==> config.mk <==
export PLATFORM = sky130hd
export DESIGN_NAME = cdb_arbiter
export DESIGN_NICKNAME = d
export VERILOG_FILES = /design/src/rtl/cdb_arbiter_pkg.sv /design/src/rtl/cdb_arbiter_rr_pick2.sv /design/src/rtl/cdb_arbiter.sv
export SDC_FILE = /design/constraint.sdc
export NUM_CORES = 1
export LEC_CHECK = 0
export ABC_AREA = 1
export BUFFER_PORTS_ARGS = -buffer_cell sky130_fd_sc_hd__clkbuf_2
export CAP_MARGIN = 40
export CORE_MARGIN = 10
export CORE_UTILIZATION = 45
export DETAILED_ROUTE_END_ITERATION = 8
export PLACE_DENSITY = 0.78
export SLEW_MARGIN = 0
export SYNTH_ARGS = -nofsm -noshare
export SYNTH_HDL_FRONTEND = slang
export SYNTH_SLANG_ARGS = --single-unit
==> constraint.sdc <==
create_clock -name i_clk -period 2.3 [get_ports i_clk]
set_input_delay 0.115 -clock i_clk [delete_from_list [all_inputs] [get_ports i_clk]]
set_output_delay 0.115 -clock i_clk [all_outputs]
set_load 0.01 [all_outputs]
==> src/rtl/cdb_arbiter_pkg.sv <==
// Shared types for the CDB arbiter slice.
// Holds the datapath widths, the CDB entry record and a helper that clears
// one branch-mask bit when a branch resolves correctly.
package cdb_arbiter_pkg;

    localparam int DATA_W    = 32;
    localparam int PREG_W    = 6;
    localparam int BMASK_W   = 4;
    localparam int BS_PTR_W  = 2;
    localparam int CDB_WIDTH = 2;

    typedef logic [DATA_W-1:0]   DATA;
    typedef logic [PREG_W-1:0]   PHYS_REG;
    typedef logic [BMASK_W-1:0]  B_MASK;
    typedef logic [BS_PTR_W-1:0] BS_PTR;

    typedef struct packed {
        logic    valid;
        DATA     result;
        PHYS_REG tagDest;
        B_MASK   bmask;
    } CDBEntry_t;

    function automatic B_MASK bmask_clear(input B_MASK m, input BS_PTR p);
        B_MASK r;
        r    = m;
        r[p] = 1'b0;
        return r;
    endfunction

endpackage

==> src/rtl/cdb_arbiter_rr_pick2.sv <==
// Combinational rotating-priority picker that selects up to two requesters.
// Ports:
//   i_req     requests, one bit per FU
//   i_ptr     index scanned first; the scan wraps modulo NUM_FU
//   o_gnt0/1  one-hot grants for the first and second pick
//   o_gnt0_v/o_gnt1_v  pick valid; the second pick is only valid with the first
//   o_idx0/o_idx1      binary index of each pick
module cdb_arbiter_rr_pick2 #(
    parameter int NUM_FU = 4,
    parameter int PTR_W  = $clog2(NUM_FU)
) (
    input  logic [NUM_FU-1:0] i_req,
    input  logic [PTR_W-1:0]  i_ptr,
    output logic [NUM_FU-1:0] o_gnt0,
    output logic [NUM_FU-1:0] o_gnt1,
    output logic              o_gnt0_v,
    output logic              o_gnt1_v,
    output logic [PTR_W-1:0]  o_idx0,
    output logic [PTR_W-1:0]  o_idx1
);

    always_comb begin
        o_gnt0   = '0;
        o_gnt1   = '0;
        o_gnt0_v = 1'b0;
        o_gnt1_v = 1'b0;
        o_idx0   = '0;
        o_idx1   = '0;
        for (int off = 0; off < NUM_FU; off++) begin
            int idx;
            idx = int'(i_ptr) + off;
            if (idx >= NUM_FU) idx = idx - NUM_FU;
            if (i_req[idx]) begin
                if (!o_gnt0_v) begin
                    o_gnt0_v    = 1'b1;
                    o_gnt0[idx] = 1'b1;
                    o_idx0      = PTR_W'(idx);
                end else if (!o_gnt1_v) begin
                    o_gnt1_v    = 1'b1;
                    o_gnt1[idx] = 1'b1;
                    o_idx1      = PTR_W'(idx);
                end
            end
        end
    end

endmodule

==> src/rtl/cdb_arbiter.sv <==
// CDB arbiter: collects heads of NUM_FU functional-unit output buffers and
// broadcasts up to two of them per cycle on the common data bus.
// Ports:
//   i_clk, i_rst_n            clock and asynchronous active-low reset
//   i_fub_valid/result/tagDest/bmask   buffer head contents per FU
//   i_br_branch_resolved, i_br_pred_wrong, i_br_bs_ptr   branch resolution
//   o_cdb_stall               per-FU hold request (combinational)
//   o_cdb_valid/result/tag/bmask      registered broadcast slots
module cdb_arbiter
    import cdb_arbiter_pkg::*;
#(
    parameter int NUM_FU = 4
) (
    input  logic                             i_clk,
    input  logic                             i_rst_n,
    input  logic [NUM_FU-1:0]                i_fub_valid,
    input  logic [NUM_FU-1:0][DATA_W-1:0]    i_fub_result,
    input  logic [NUM_FU-1:0][PREG_W-1:0]    i_fub_tagDest,
    input  logic [NUM_FU-1:0][BMASK_W-1:0]   i_fub_bmask,
    input  logic                             i_br_branch_resolved,
    input  logic                             i_br_pred_wrong,
    input  logic [BS_PTR_W-1:0]              i_br_bs_ptr,
    output logic [NUM_FU-1:0]                o_cdb_stall,
    output logic [CDB_WIDTH-1:0]             o_cdb_valid,
    output logic [CDB_WIDTH-1:0][DATA_W-1:0] o_cdb_result,
    output logic [CDB_WIDTH-1:0][PREG_W-1:0] o_cdb_tag,
    output logic [CDB_WIDTH-1:0][BMASK_W-1:0] o_cdb_bmask
);

    localparam int PTR_W = $clog2(NUM_FU);

    logic [PTR_W-1:0] r_ptr;
    CDBEntry_t        r_out [CDB_WIDTH];

    logic              w_mispredict;
    logic              w_correct;
    logic [NUM_FU-1:0] w_squash;
    logic [NUM_FU-1:0] w_elig;
    logic [NUM_FU-1:0] w_req;
    logic [NUM_FU-1:0] w_gnt0;
    logic [NUM_FU-1:0] w_gnt1;
    logic              w_gnt0_v;
    logic              w_gnt1_v;
    logic [PTR_W-1:0]  w_idx0;
    logic [PTR_W-1:0]  w_idx1;
    logic [PTR_W-1:0]  w_last;
    logic [PTR_W-1:0]  w_ptr_nxt;
    CDBEntry_t         w_cap [CDB_WIDTH];

    assign w_mispredict = i_br_branch_resolved & i_br_pred_wrong;
    assign w_correct    = i_br_branch_resolved & ~i_br_pred_wrong;

    always_comb begin
        w_squash = '0;
        for (int i = 0; i < NUM_FU; i++) begin
            w_squash[i] = w_mispredict & i_fub_bmask[i][i_br_bs_ptr];
        end
    end

    assign w_elig = i_fub_valid & ~w_squash;
    // Grants are suppressed while reset is held so that every eligible head stalls.
    assign w_req  = w_elig & {NUM_FU{i_rst_n}};

    cdb_arbiter_rr_pick2 #(
        .NUM_FU (NUM_FU),
        .PTR_W  (PTR_W)
    ) u_pick (
        .i_req    (w_req),
        .i_ptr    (r_ptr),
        .o_gnt0   (w_gnt0),
        .o_gnt1   (w_gnt1),
        .o_gnt0_v (w_gnt0_v),
        .o_gnt1_v (w_gnt1_v),
        .o_idx0   (w_idx0),
        .o_idx1   (w_idx1)
    );

    assign o_cdb_stall = w_elig & ~(w_gnt0 | w_gnt1);

    assign w_last    = w_gnt1_v ? w_idx1 : w_idx0;
    assign w_ptr_nxt = (w_last == PTR_W'(NUM_FU - 1)) ? '0 : w_last + 1'b1;

    always_comb begin
        w_cap[0].valid   = w_gnt0_v;
        w_cap[0].result  = i_fub_result[w_idx0];
        w_cap[0].tagDest = i_fub_tagDest[w_idx0];
        w_cap[0].bmask   = w_correct ? bmask_clear(i_fub_bmask[w_idx0], i_br_bs_ptr)
                                     : i_fub_bmask[w_idx0];
        w_cap[1].valid   = w_gnt1_v;
        w_cap[1].result  = i_fub_result[w_idx1];
        w_cap[1].tagDest = i_fub_tagDest[w_idx1];
        w_cap[1].bmask   = w_correct ? bmask_clear(i_fub_bmask[w_idx1], i_br_bs_ptr)
                                     : i_fub_bmask[w_idx1];
    end

    always_ff @(posedge i_clk or negedge i_rst_n) begin
        if (!i_rst_n) begin
            r_ptr <= '0;
            for (int k = 0; k < CDB_WIDTH; k++) begin
                r_out[k] <= '0;
            end
        end else begin
            if (w_gnt0_v) r_ptr <= w_ptr_nxt;
            for (int k = 0; k < CDB_WIDTH; k++) begin
                r_out[k] <= w_cap[k];
            end
        end
    end

    // A branch resolving during the broadcast cycle acts on the registered
    // entries too: a mispredict kills dependent slots, a correct resolve
    // hides the resolved bit from consumers.
    always_comb begin
        for (int k = 0; k < CDB_WIDTH; k++) begin
            o_cdb_valid[k]  = r_out[k].valid & ~(w_mispredict & r_out[k].bmask[i_br_bs_ptr]);
            o_cdb_result[k] = r_out[k].result;
            o_cdb_tag[k]    = r_out[k].tagDest;
            o_cdb_bmask[k]  = w_correct ? bmask_clear(r_out[k].bmask, i_br_bs_ptr)
                                        : r_out[k].bmask;
        end
    end

endmodule

# After elaboration in Yosys (flattened, before gate mapping)
# Index checks and enable logic that the tools add are counted.
# W data, S select, Z words.
[word_totals]
ff_bits = 88
latch_bits = 0
mem_bits_rw = 0
mem_bits_ro = 0
in_bits = 178
word_cells = 164
mem_count = 0
[op_classes]
addsub = 8
n_mul = 0
n_div = 0
order_cmp = 16
n_eq_ne = 1
shift = 0
n_mux = 96
bitwise = 29
reduce_logical = 5
[ops]
columns = ["op", "n"]
rows = [
  ["$mux W32", 6],
  ["$bmux W32 S2", 2],
  ["$ge A32 B1 Y1 const B", 4],
  ["$lt A32 B4 Y1 const B", 4],
  ["$ge A32 B4 Y1 const B", 3],
  ["$sub A32 B4 Y32 const B", 3],
  ["$mux W4", 21],
  ["$mux W2", 17],
  ["$mux W1", 29],
  ["$and A4 B4 Y4", 7],
  ["$bmux W6 S2", 2],
  ["$or A4 B4 Y4", 6],
  ["$bmux W1 S2", 10],
  ["$bmux W4 S2", 2],
  ["$mux W6", 2],
  ["$not A4 Y4", 3],
  ["$and A1 B1 Y1", 10],
  ["$demux W1 S2", 5],
  ["$lt A2 B3 Y1 const B", 3],
  ["$add A2 B2 Y3 const B", 2],
  ["$logic_and A1 B1 Y1", 5],
  ["$sub A2 B3 Y4 const B", 1],
  ["$add A2 B1 Y3 const B", 1],
  ["$ge A2 B3 Y1 const B", 1],
  ["4 further kinds", 6],
]

# Longest topological paths before layout
# Gate-level depths: netlist (run 1).
[logic_depth]
ltp_word = 23
depth_mapped = 21
mapped_depth_nobuf = 20

# By module
# A second synthesis (run 1) with hierarchy kept.
[unflattened]
cells_unflattened = 894
hier_area_um2 = 6422.4
[by_module_without_submodules]
columns = ["module", "n_inst", "cells_each", "area_per_inst_um2", "seq_area_each_um2"]
rows = [
  ["cdb_arbiter", 1, 764, 5622.9, 2202.1],
  ["cdb_arbiter_rr_pick2", 1, 130, 799.5, 0.0],
]

# Least setup slack after synthesis (run 1)
# Ideal clock, no wire load.
[synth_path]
path_kind = "reg2reg"
from = "register r_ptr[0]"
to = "register r_out (netlist bit o_cdb_result[42])"
setup_ns = 0.123
arrival_ns = 2.328
required_time_ns = 2.177
setup_slack_ns = -0.151
path_stages_with_launch = 18
n_path_buf = 3
cell_sequence = "dfrtp_1 -> buf_4 -> inv_1 -> ha_1 -> inv_1 -> nand3_1 -> nand2_4 -> nand3_2 -> nand2_2 -> inv_2 -> nand2_1 -> nand2_2 -> nand2_4 -> buf_8 -> buf_6 -> nand2_1 -> o211ai_1 -> nand2_1"
[synth_lines]
columns = ["item", "line", "text"]
rows = [
  ["start: declaration", "cdb_arbiter.sv:32", "logic [PTR_W-1:0] r_ptr;"],
  ["start signal: assignment", "cdb_arbiter.sv:103", "if (w_gnt0_v) r_ptr <= w_ptr_nxt;"],
  ["end signal: indexed assignment", "cdb_arbiter.sv:105", "r_out[k] <= w_cap[k];"],
  ["end: declaration", "cdb_arbiter.sv:33", "CDBEntry_t r_out [CDB_WIDTH];"],
]

==> results of run 1 <==
[Yosys cell counts, types with 4 or more instances]
master	instances	share of area [%]
nand3_2	5	0.73
nor2_1	56	3.1
buf_2	25	1.8
o211ai_2	16	2.9
inv_2	6	0.33
nand2_4	4	0.66
buf_4	80	8.8
nand2_2	17	1.6
a21oi_2	8	1.0
o211ai_1	21	2.3
a21oi_1	40	2.9
buf_6	18	3.0
o2111ai_1	4	0.51
nand2_1	223	12
nand3_1	46	3.4
o21ai_1	58	4.2
inv_1	113	6.2
nand4_2	7	1.3
clkbuf_1	7	0.38
ha_1	6	1.1
dfrtp_1	88	32
o21ai_0	59	4.3
o22ai_1	38	3.5
[cell type report]
class	count	area [sq um]
clock inverters	3	21.27
fillers	1245	5266
well taps	184	230.2
flip-flops and latches	88	2202
multi-input cells	622	3649
repair buffers	349	2577
clock buffers	13	280.3
inverters	119	473.0
[worst max-delay path: cells and delay by family, from the launching register on]
kind | cells | cell delay, ns
AND/OR/NAND/NOR | 6 | 0.76
buffers and inverters | 5 | 0.73
flip-flops | 1 | 0.41
adder cells (fa/ha/maj) | 1 | 0.31
AO/OA/AOI/OAI | 2 | 0.18
[stage by stage]
step	hold slack, ns	setup WS (ns)	instances	util, %	instance area (sq um)
floorplan	-0.1806	-0.007426	959	-	6894
global placement	0.3484	-0.07195	1322	54.13	7956
global route	0.01564	-0.3333	1378	64.17	9433
finish	0.001243	-0.2066	1378	64.17	9433
CTS	0.0002319	-0.08660	1365	61.29	9009
detailed placement	0.3567	-0.1130	1322	54.13	7956
[final timing paths]
kind / to / startpoint / cells past startpoint
max in group asynchronous: o_cdb_result[20]$_DFF_PN0_ / i_rst_n / 3
min in group i_clk: o_cdb_result[62]$_DFF_PN0_ / i_fub_result[62] / 3
min reg2reg: r_ptr[1]$_DFFE_PN0P_ / r_ptr[1]$_DFFE_PN0P_ / 3
max reg2reg: o_cdb_result[0]$_DFF_PN0_ / r_ptr[0]$_DFFE_PN0P_ / 14
max: o_cdb_result[0]$_DFF_PN0_ / r_ptr[0]$_DFFE_PN0P_ / 14
min: o_cdb_result[59]$_DFF_PN0_ / i_rst_n / 2
[state kept, by name, indices dropped and copies added (netlist names)]
name          flops
o_cdb_result     64
o_cdb_tag        12
r_out            10
r_ptr             2
[cell families (layout without fill, tap and decap cells)]
kind of cell,count (synthesis),count (layout),share of synthesized area (%)
AOI/OAI and AO/OA,249,249,22.36
adders and majority gates,6,6,1.099
buffers and inverters,251,484,20.79
DFF,88,88,32.23
and+or+nand+nor,365,367,23.52
[per-layer routing]
metal / routed length [um] / part of all wire, %
met5: 15 / 0.055
met4: 825 / 3.0
met3: 2686 / 9.9
met2: 13250 / 49
met1: 10320 / 38
[repair_timing]
item / 4_1_cts / 5_1_grt
cloned: 13 / 9
endpoints found under the setup margin: 58 / 90
endpoints found under the hold margin: 1 / 0
pin swaps: 15 / 26
buffers inserted: 13 / 5
gates resized for setup: 63 / 71
hold buffers: 1 / 0
==> summary.md, run 1 <==
| Metric | Value |
|---|---|
| Outcome | `finished with violations` |
| Failing checks | `negative setup slack` |
| Final setup TNS | `-11.36 ns` |
| Via Count | `between 7000 and 8000` |
| Share of post-route cells with drive strength above 1 | `slightly above 40%` |
| Final setup violation count | `90` |
| Synth unique cells | `30` |
| First-pass GRT wire length | `between 30000 and 40000 um` |
| Clk sink count | `88` |
| Maxcap violations | `0` |
| Crit end category | `register` |
| Async set-reset flop share out of synthesis | `between 90% and 100%` |
| Highest clock rate | `between 300 and 400 MHz` |
| Vias in the first global route | `7277` |
| Root buf cell | `clkbuf_16` |
| Largest net degree at the start of global routing | `55` |
| Final setup skew | `0.006022 ns` |
| Avg Cell Area, Syn | `7.124 sq um` |
| Area Growth Syn to Fin | `38.08%` |
| Clk_lat worst skew | `0.34 ns` |
| Initial antenna violation count | `1` |
| Main flop type after synthesis | `dfrtp_1` |
| H-tree level count | `3` |
| Hold WC Path Type | `in2async` |
| Post-synth EDFFs | `0` |
| Core box area | `14700 sq um` |
| Remaining DRCs | `0` |
| IO buf count | `between 200 and 300` |
| Slew HR | `between 50% and 60%` |
| DIE HEIGHT | `143.2 um` |
| Detailed placer's ending HPWL | `around 18000 um` |
| Startpoint Class | `register` |
| Gr usage total | `23.74%` |
| Die footprint | `~20000 sq um` |
| Commonest cells after routing, fill and taps aside | `262 x clkbuf_2, 203 x nand2_1, 110 x inv_1` |
| Vias per inst | `roughly 5.6` |
| Post-DRT Antenna Nets | `0` |
| Yosys warns | `0` |
| Row cnt | `between 40 and 50` |
| Worst-margin pin slew | `~0.7 ns` |
| CTS Buffer Depth | `2` |
| Mapped cell area | `about 7000 sq um` |
| Most common cell after layout, fill and taps aside | `clkbuf_2` |
| Max incr delay on CP | `between 0.4 and 0.5 ns` |
| Routability cong. | `between 0.9 and 1` |
| Overflow after GRT | `0` |
| Detailed-route wire length | `around 27000 um` |
| TritonCTS clock tree | `built` |
| Starting Density | `a little under half` |
| GR Layer Usage met2 | `between 40 and 50%` |
| RSZ-0062 raised after global routing | `yes` |
| Final net count | `1373` |
| GR Util met3 | `about 5.9%` |
| Antenna Cells | `0` |
| R2r setup slk | `-0.21 ns` |
| Min Tclk post-route | `between 2 and 3 ns` |
| CTS clk-pin slew, worst paths | `~0.07 ns` |
| Ports | `~270` |
| Cells after Synth | `959` |
| TritonRoute pass-1 iters | `5` |
| Pins Over Slew Limit | `0` |
| Seq/Total Area, Yosys | `between 30% and 40%` |
| Starting DRT DRC Count | `about 690` |
| Worst Path Required | `around 2.5 ns` |
| Wire per inst | `19.66 um` |
| GR peak layer | `met2` |
| M1 GR Usage | `between 20% and 30%` |
| Fin. Hold Viols | `0` |
| Chip width | `about 140 um` |
| CP max-delay cell | `dfrtp_1` |
| Worst Path Max Fanout | `21` |
| Net count after synthesis | `around 1100` |
| CP cell instances | `clkinvlp_4 > ha_4 > inv_6 > nand3_4 > nand2_8 > nand3_4 > nor2_4 > nand2_2 > nand2_2 > clkinv_4 > buf_12 > buf_16 > o21ai_1 > o22ai_1` |
| Setup ws final | `-0.2066 ns` |
| Setup CP Type | `reg2reg` |
| Cts bufs inserted | `9` |
| Final period util | `109.0%` |
| Synth Register Bits | `between 80 and 90` |
| Critical Path AT | `2.73 ns` |
Power of run 1 is left out: the tool's default activity adds up to more than one toggle a clock period on the data nets, which glitch-free logic cannot reach.
==> inputs of run 2 (changes only) <==
==> constraint.sdc (replaced) <==
create_clock -name i_clk -period 2.3 [get_ports i_clk]
set_input_delay 0.69 -clock i_clk [delete_from_list [all_inputs] [get_ports i_clk]]
set_output_delay 0.69 -clock i_clk [all_outputs]
set_load 0.01 [all_outputs]
==> summary.md, run 2 (synthesized netlist as in run 1, its figures left out) <==
| Metric | Value |
|---|---|
| CP cell instances | `clkbuf_16 > inv_8 > nand2_2 > nand2_1 > nand2_1 > nand2_1 > nand2_2 > nand4_1 > nand2_1 > nand2_1 > nand2_2 > buf_4 > nand2_1 > nand3_1 > a21oi_1 > o21ai_1 > a21oi_2 > buf_2` |
| DIE HEIGHT | `143.2 um (unchanged)` |
| Max incr delay on CP | `0.15 ns (-0.26 ns)` |
| Final setup violation count | `92 (+2.2%)` |
| Ports | `268 (unchanged)` |
| Core box area | `14700 sq um (unchanged)` |
| Slew HR | `52.72% (-1.6 points)` |
| Most frequent CP cell | `nand2_1` |
| Via Count | `7904 (+2.5%)` |
| Post-DRT Antenna Nets | `0 (unchanged)` |
| Crit end category | `primary output` |
| Starting DRT DRC Count | `724 (+4.6%)` |
| Share of post-route cells with drive strength above 1 | `44.20% (+2.9 points)` |
| Die footprint | `20510 sq um (unchanged)` |
| Final period util | `130.0% (+21 points)` |
| Final net count | `1430 (+4.2%)` |
| Starting Density | `46.48% (unchanged)` |
| Startpoint Class | `input port` |
| Worst-margin pin slew | `0.7092 ns (+0.02467 ns)` |
| Cts bufs inserted | `9 (unchanged)` |
| Commonest cells after routing, fill and taps aside | `261 x clkbuf_2, 198 x nand2_1, 110 x inv_1` |
| Outcome | `finished with violations` |
| H-tree level count | `3 (unchanged)` |
| Post-Place Worst Slack | `-0.8269 ns (-0.7138 ns)` |
| Overflow after GRT | `0 (unchanged)` |
| Remaining DRCs | `0 (unchanged)` |
| TritonCTS clock tree | `built` |
| Gr usage total | `22.95% (-0.80 points)` |
| Worst Path Max Fanout | `9 (-57%)` |
| CTS clk-pin slew, worst paths | `0.07 ns (about the same)` |
| Detailed placer's ending HPWL | `17450 um (-2.1%)` |
| Max reg flops | `64 (unchanged)` |
| Critical Path AT | `2.30 ns (-0.43 ns)` |
| Chip width | `143.2 um (unchanged)` |
| # fillers | `1175 (-5.6%)` |
| Wire per inst | `19.88 um (+1.1%)` |
| Row cnt | `44 (unchanged)` |
| Routability cong. | `0.8933 (-7.4%)` |
| Min Tclk post-route | `2.989 ns (+0.4827 ns)` |
| Maxcap violations | `0 (unchanged)` |
| Most common cell after layout, fill and taps aside | `clkbuf_2` |
| Top delay family on crit path | `simple AND/OR/NAND/NOR gates` |
| Final setup skew | `0.008815 ns (+0.002793 ns)` |
| CTS Buffer Depth | `2 (unchanged)` |
| Setup ws final | `-0.6893 ns (-0.4827 ns)` |
| TritonRoute pass-1 iters | `5 (unchanged)` |
| Root buf cell | `clkbuf_16` |
| Largest net degree at the start of global routing | `67 (+22%)` |
| Highest clock rate | `334.5 MHz (-16%)` |
| Clk_lat worst skew | `0.35 ns (about the same)` |
| Antenna Cells | `0 (unchanged)` |
| Area Growth Syn to Fin | `45.60%` |
| Hold WC Path Type | `in2reg` |
| IO buf count | `267 (unchanged)` |
| Pins Over Slew Limit | `0 (unchanged)` |
| RSZ-0062 raised after global routing | `yes` |
| Fin. Hold Viols | `0 (unchanged)` |
| Vias per inst | `5.508 (-1.6%)` |
| Hold Buf Count CTS | `0 (-1)` |
| Vias in the first global route | `7295 (+0.25%)` |
| Clk sink count | `88 (unchanged)` |
| Setup CP Type | `in2out` |
| Detailed-route wire length | `28520 um (+5.3%)` |
| Initial antenna violation count | `2 (+1)` |
| Failing checks | `negative setup slack` |
| First-pass GRT wire length | `37980 um (-1.9%)` |
| CP Buf/Inv Count | `4 (-1)` |
| Worst Path Required | `1.61 ns (-0.91 ns)` |
| CP max-delay cell | `buf_4` |
## run 2: through the flow
step	TNS (ns)	hold WS (ns)	utilization, %	instance area, sq um	cells
2_1_floorplan	-23.60	0.3944	-	6914	959
3_3_place_gp	-65.10	0.6447	56.01	8233	1359
3_5_place_dp	-70.40	0.6521	56.01	8233	1359
4_1_cts	-28.41	0.5607	61.51	9041	1396
5_1_grt	-46.20	0.5783	67.67	9947	1435
6_report	-31.94	0.5661	67.67	9947	1435
## run 2: routing by layer
metal / vias to the layer above / share of wire (%) / global-route usage (%)
met5: - / 0.12 / 0
met4: 4 / 2.5 / 6.771
met3: 68 / 11 / 5.738
met2: 502 / 48 / 38.90
met1: 3656 / 38 / 28.15
li1: 3674 / - / -
## run 2: worst register-to-register path, cell delays in order, from the launching register on
cell and delay [ns]:
dfrtp_1 0.41, clkinvlp_4 0.14, ha_4 0.26, inv_1 0.11
nand3_1 0.13, nand2_4 0.11, nand3_2 0.11, nand2_2 0.10
buf_4 0.11, buf_6 0.11, nand2_4 0.07, nand2_8 0.14
nand2_8 0.12, buf_12 0.15, clkbuf_16 0.16, a21oi_1 0.14
o21ai_0 0.13, nand2_1 0.10
## run 2: timing repair
action,4_1_cts,5_1_grt
hold endpoints to repair,0,0
setup endpoints to repair,94,95
gates cloned,9,23
pin swaps,8,34
buffers inserted,12,16
gates resized for setup,35,100
## run 2: path summary, 6_finish.rpt
kind | slack (ns) | depth (start not counted) | end | startpoint
min reg2reg | 0.75 | 3 | r_ptr[1]$_DFFE_PN0P_ | r_ptr[1]$_DFFE_PN0P_
max | -0.69 | 18 | o_cdb_stall[2] | i_br_bs_ptr[0]
min in group asynchronous | 0.61 | 2 | o_cdb_tag[6]$_DFF_PN0_ | i_rst_n
min | 0.57 | 3 | o_cdb_result[47]$_DFF_PN0_ | i_fub_result[47]
max in group asynchronous | 0.58 | 3 | o_cdb_result[22]$_DFF_PN0_ | i_rst_n
max reg2reg | -0.35 | 17 | o_cdb_result[50]$_DFF_PN0_ | r_ptr[0]$_DFFE_PN0P_
## run 2: layout make-up
type / count / area, sq um / share of cell area, %
Tap cell: 184 / 230.2 / 2.314
Timing Repair Buffer: 405 / 3107 / 31.23
Sequential cell: 88 / 2202 / 22.14
Clock inverter: 4 / 52.55 / 0.5283
Multi-Input combinational cell: 623 / 3626 / 36.45
Inverter: 119 / 473.0 / 4.755
Clock buffer: 12 / 256.5 / 2.579
Power of run 2 is left out for the same reason.
==> inputs of run 3 (changes only) <==
--- a/config.mk
+++ b/config.mk
@@ -5,12 +5,13 @@
 export SDC_FILE = /design/constraint.sdc
 export NUM_CORES = 1
 export LEC_CHECK = 0
-export ABC_AREA = 1
+export ABC_AREA = 0
 export BUFFER_PORTS_ARGS = -buffer_cell sky130_fd_sc_hd__clkbuf_2
 export CAP_MARGIN = 40
 export CORE_MARGIN = 10
 export CORE_UTILIZATION = 45
 export DETAILED_ROUTE_END_ITERATION = 8
+export GPL_TIMING_DRIVEN = 0
 export PLACE_DENSITY = 0.78
 export SLEW_MARGIN = 0
 export SYNTH_ARGS = -nofsm -noshare
==> summary.md, run 3 <==
| Metric | Value |
|---|---|
| Most frequent CP cell | `buf_12` |
| Share of the synthesized area in the top cell type | `32.84% (+0.60 points)` |
| TritonCTS clock tree | `built` |
| Initial antenna violation count | `1 (-1)` |
| Vias per inst | `5.536 (+0.51%)` |
| Synth cell count leaders | `95 x mux2i_1, 90 x buf_4, 88 x dfrtp_1` |
| Min Tclk post-route | `3.403 ns (+0.4142 ns)` |
| Highest clock rate | `293.8 MHz (-12%)` |
| Routability cong. | `0.9111 (+2.0%)` |
| Overflow after GRT | `0 (unchanged)` |
| Hold WC Path Type | `in2async` |
| Commonest cells after routing, fill and taps aside | `257 x clkbuf_2, 114 x buf_4, 87 x dfrtp_1` |
| Wire per inst | `21.86 um (+10%)` |
| Final setup TNS | `-72.11 ns (-40.17 ns)` |
| Cells after Synth | `679 (-29%)` |
| CTS clk-pin slew, worst paths | `0.07 ns (about the same)` |
| Chip width | `142.1 um (-0.79%)` |
| Starting DRT DRC Count | `451 (-38%)` |
| Slew HR | `71.49% (+19 points)` |
| CP Buf/Inv Count | `4 (unchanged)` |
| Clk sink count | `88 (unchanged)` |
| CP cell instances | `buf_12 > buf_12 > mux2i_2 > o221ai_4 > o32a_1 > and2b_2 > o21ai_1 > a21oi_2 > buf_4 > a221oi_2 > buf_2` |
| Pins Over Slew Limit | `0 (unchanged)` |
| Synth Register Bits | `88 (unchanged)` |
| Post-Place Worst Slack | `-2.108 ns (-1.281 ns)` |
| Top delay family on crit path | `compound AO/OA/AOI/OAI gates` |
| Root buf cell | `clkbuf_16` |
| RSZ-0062 raised after global routing | `yes` |
| Final setup skew | `0.006321 ns (-0.002494 ns)` |
| Setup ws final | `-1.103 ns (-0.4142 ns)` |
| Total power | `between 15 and 20 mW` |
| Most common cell after layout, fill and taps aside | `clkbuf_2` |
| CTS Buffer Depth | `2 (unchanged)` |
| Final period util | `148.0% (+18 points)` |
| Worst Path Required | `1.61 ns (about the same)` |
| First-pass GRT wire length | `38860 um (+2.3%)` |
| Row cnt | `44 (unchanged)` |
| Maxcap violations | `0 (unchanged)` |
| Worst VDD drop | `about 0.81 mV` |
| IO buf count | `265 (-0.75%)` |
| Synth area leader | `dfrtp_1` |
| Fin. Hold Viols | `0 (unchanged)` |
| H-tree level count | `3 (unchanged)` |
| Final core occ | `67.30% (-0.37 points)` |
| Seq/Total Area, Yosys | `32.84% (+0.60 points)` |
| Crit end category | `primary output` |
| Outcome | `finished with violations` |
| Net count after synthesis | `863 (-24%)` |
| Worst Path Max Fanout | `6 (-3)` |
| Clk_lat worst skew | `0.34 ns (about the same)` |
| Detailed placer's ending HPWL | `18770 um (+7.6%)` |
| Startpoint Class | `input port` |
| TritonRoute pass-1 iters | `5 (unchanged)` |
| Async set-reset flop share out of synthesis | `100.0% (unchanged)` |
| Failing checks | `negative setup slack` |
| Via Count | `6610 (-16%)` |
| Critical Path AT | `2.71 ns (+0.41 ns)` |
| Yosys warns | `0 (unchanged)` |
| DIE HEIGHT | `142.1 um (-0.79%)` |
| Final setup violation count | `93 (+1.1%)` |
| Synth unique cells | `60 (+100%)` |
| Starting Density | `45.97% (-0.51 points)` |
| Vias in the first global route | `6800 (-6.8%)` |
| Worst-margin pin slew | `0.4276 ns (-0.2815 ns)` |
| Max incr delay on CP | `0.28 ns (+0.13 ns)` |
| P per Cell Area | `1663 nW/um^2` |
| Detailed-route wire length | `26100 um (-8.5%)` |
| Post-DRT Antenna Nets | `0 (unchanged)` |
| Largest net degree at the start of global routing | `48 (-28%)` |
| Die footprint | `20190 sq um (-1.6%)` |
| Share of post-route cells with drive strength above 1 | `57.28% (+13 points)` |
| Gr usage total | `24.43% (+1.5 points)` |
| Avg Cell Area, Syn | `9.877 sq um (+39%)` |
| Main flop type after synthesis | `dfrtp_1` |
| Synth area leaders | `dfrtp_1 33%, mux2i_1 14%, buf_4 10%` |
| CP max-delay cell | `mux2i_2` |
| Max reg flops | `64 (unchanged)` |
| # fillers | `1134 (-3.5%)` |
| Core box area | `14590 sq um (-0.75%)` |
| Static leakage power | `4.701 nW` |
| Area Growth Syn to Fin | `46.40%` |
| Setup CP Type | `in2out` |
| Remaining DRCs | `0 (unchanged)` |
| Mapped cell area | `6706 sq um (-1.8%)` |
| Ports | `268 (unchanged)` |
| Final net count | `1188 (-17%)` |
| Count leader, synth | `mux2i_1` |
| Post-synth EDFFs | `0 (unchanged)` |
| Cts bufs inserted | `9 (unchanged)` |
[run 3: cell families after synthesis]
logic type	synth area share, %
flops	32.84
compound gates	17.67
xor+xnor	0.1306
buf+inv	13.68
mux	23.08
simple gates	11.34
fa+ha+maj	1.269
[run 3: layout make-up]
cell class	count	area, sq um	share of cell area [%]
Sequential cell	88	2203	22.44
Clock buffer	12	266.5	2.714
Tap cell	184	230.2	2.345
Buffer	123	1115	11.35
Clock inverter	4	51.30	0.5225
Inverter	9	37.54	0.3823
Antenna cell	1	2.502	0.02549
Multi-Input combinational cell	459	4008	40.82
Timing Repair Buffer	314	1904	19.40
[run 3: where the power goes]
group          switching [mW]  leakage (nW)  total, mW  internal [mW]
logic                    6.10          3.54       12.1           5.99
clock network           0.639         0.155       1.57          0.932
registers               0.247          1.01       2.66           2.41
[run 3: path summary, 6_finish.rpt]
| kind | cells past startpoint | endpoint | startpoint | slack (ns) |
|---|---|---|---|---|
| hold / removal | 1 | r_out[0]$_DFF_PN0_ | i_rst_n | 0.20 |
| setup / recovery | 11 | o_cdb_stall[1] | i_br_bs_ptr[1] | -1.10 |
| setup reg to reg | 17 | o_cdb_result[43]$_DFF_PN0_ | r_ptr[0]$_DFFE_PN0P_ | -0.85 |
| max in group asynchronous | 2 | o_cdb_result[27]$_DFF_PN0_ | i_rst_n | 1.64 |
| hold reg to reg | 3 | r_ptr[1]$_DFFE_PN0P_ | r_ptr[1]$_DFFE_PN0P_ | 0.74 |
| min in group i_clk | 3 | o_cdb_result[40]$_DFF_PN0_ | i_fub_result[40] | 0.63 |
[run 3: stage by stage]
stage               std cells  instance area [sq um]  hold slack, ns
floorplan                 679                   6874          0.3944
global placement         1128                   8431          0.7325
detailed placement       1129                   8461          0.7353
CTS                      1186                   9639          0.1900
global route             1194                   9818          0.1883
finish                   1194                   9818          0.2012
[run 3: metal layers]
metal	global-route usage, %	vias up	part of all wire [%]
met5	0	-	0
met4	7.423	0	2.3
met3	4.606	45	7.0
met2	43.16	299	51
met1	29.23	3211	39
li1	-	3055	-
[run 3: what timing repair did]
item,4_1_cts,5_1_grt
setup buffers,36,7
pin swaps,21,18
gates resized for setup,98,41
cloned,5,0
hold buffers,0,0
setup endpoints to repair,96,100
Power figures use the tool's default switching activity.
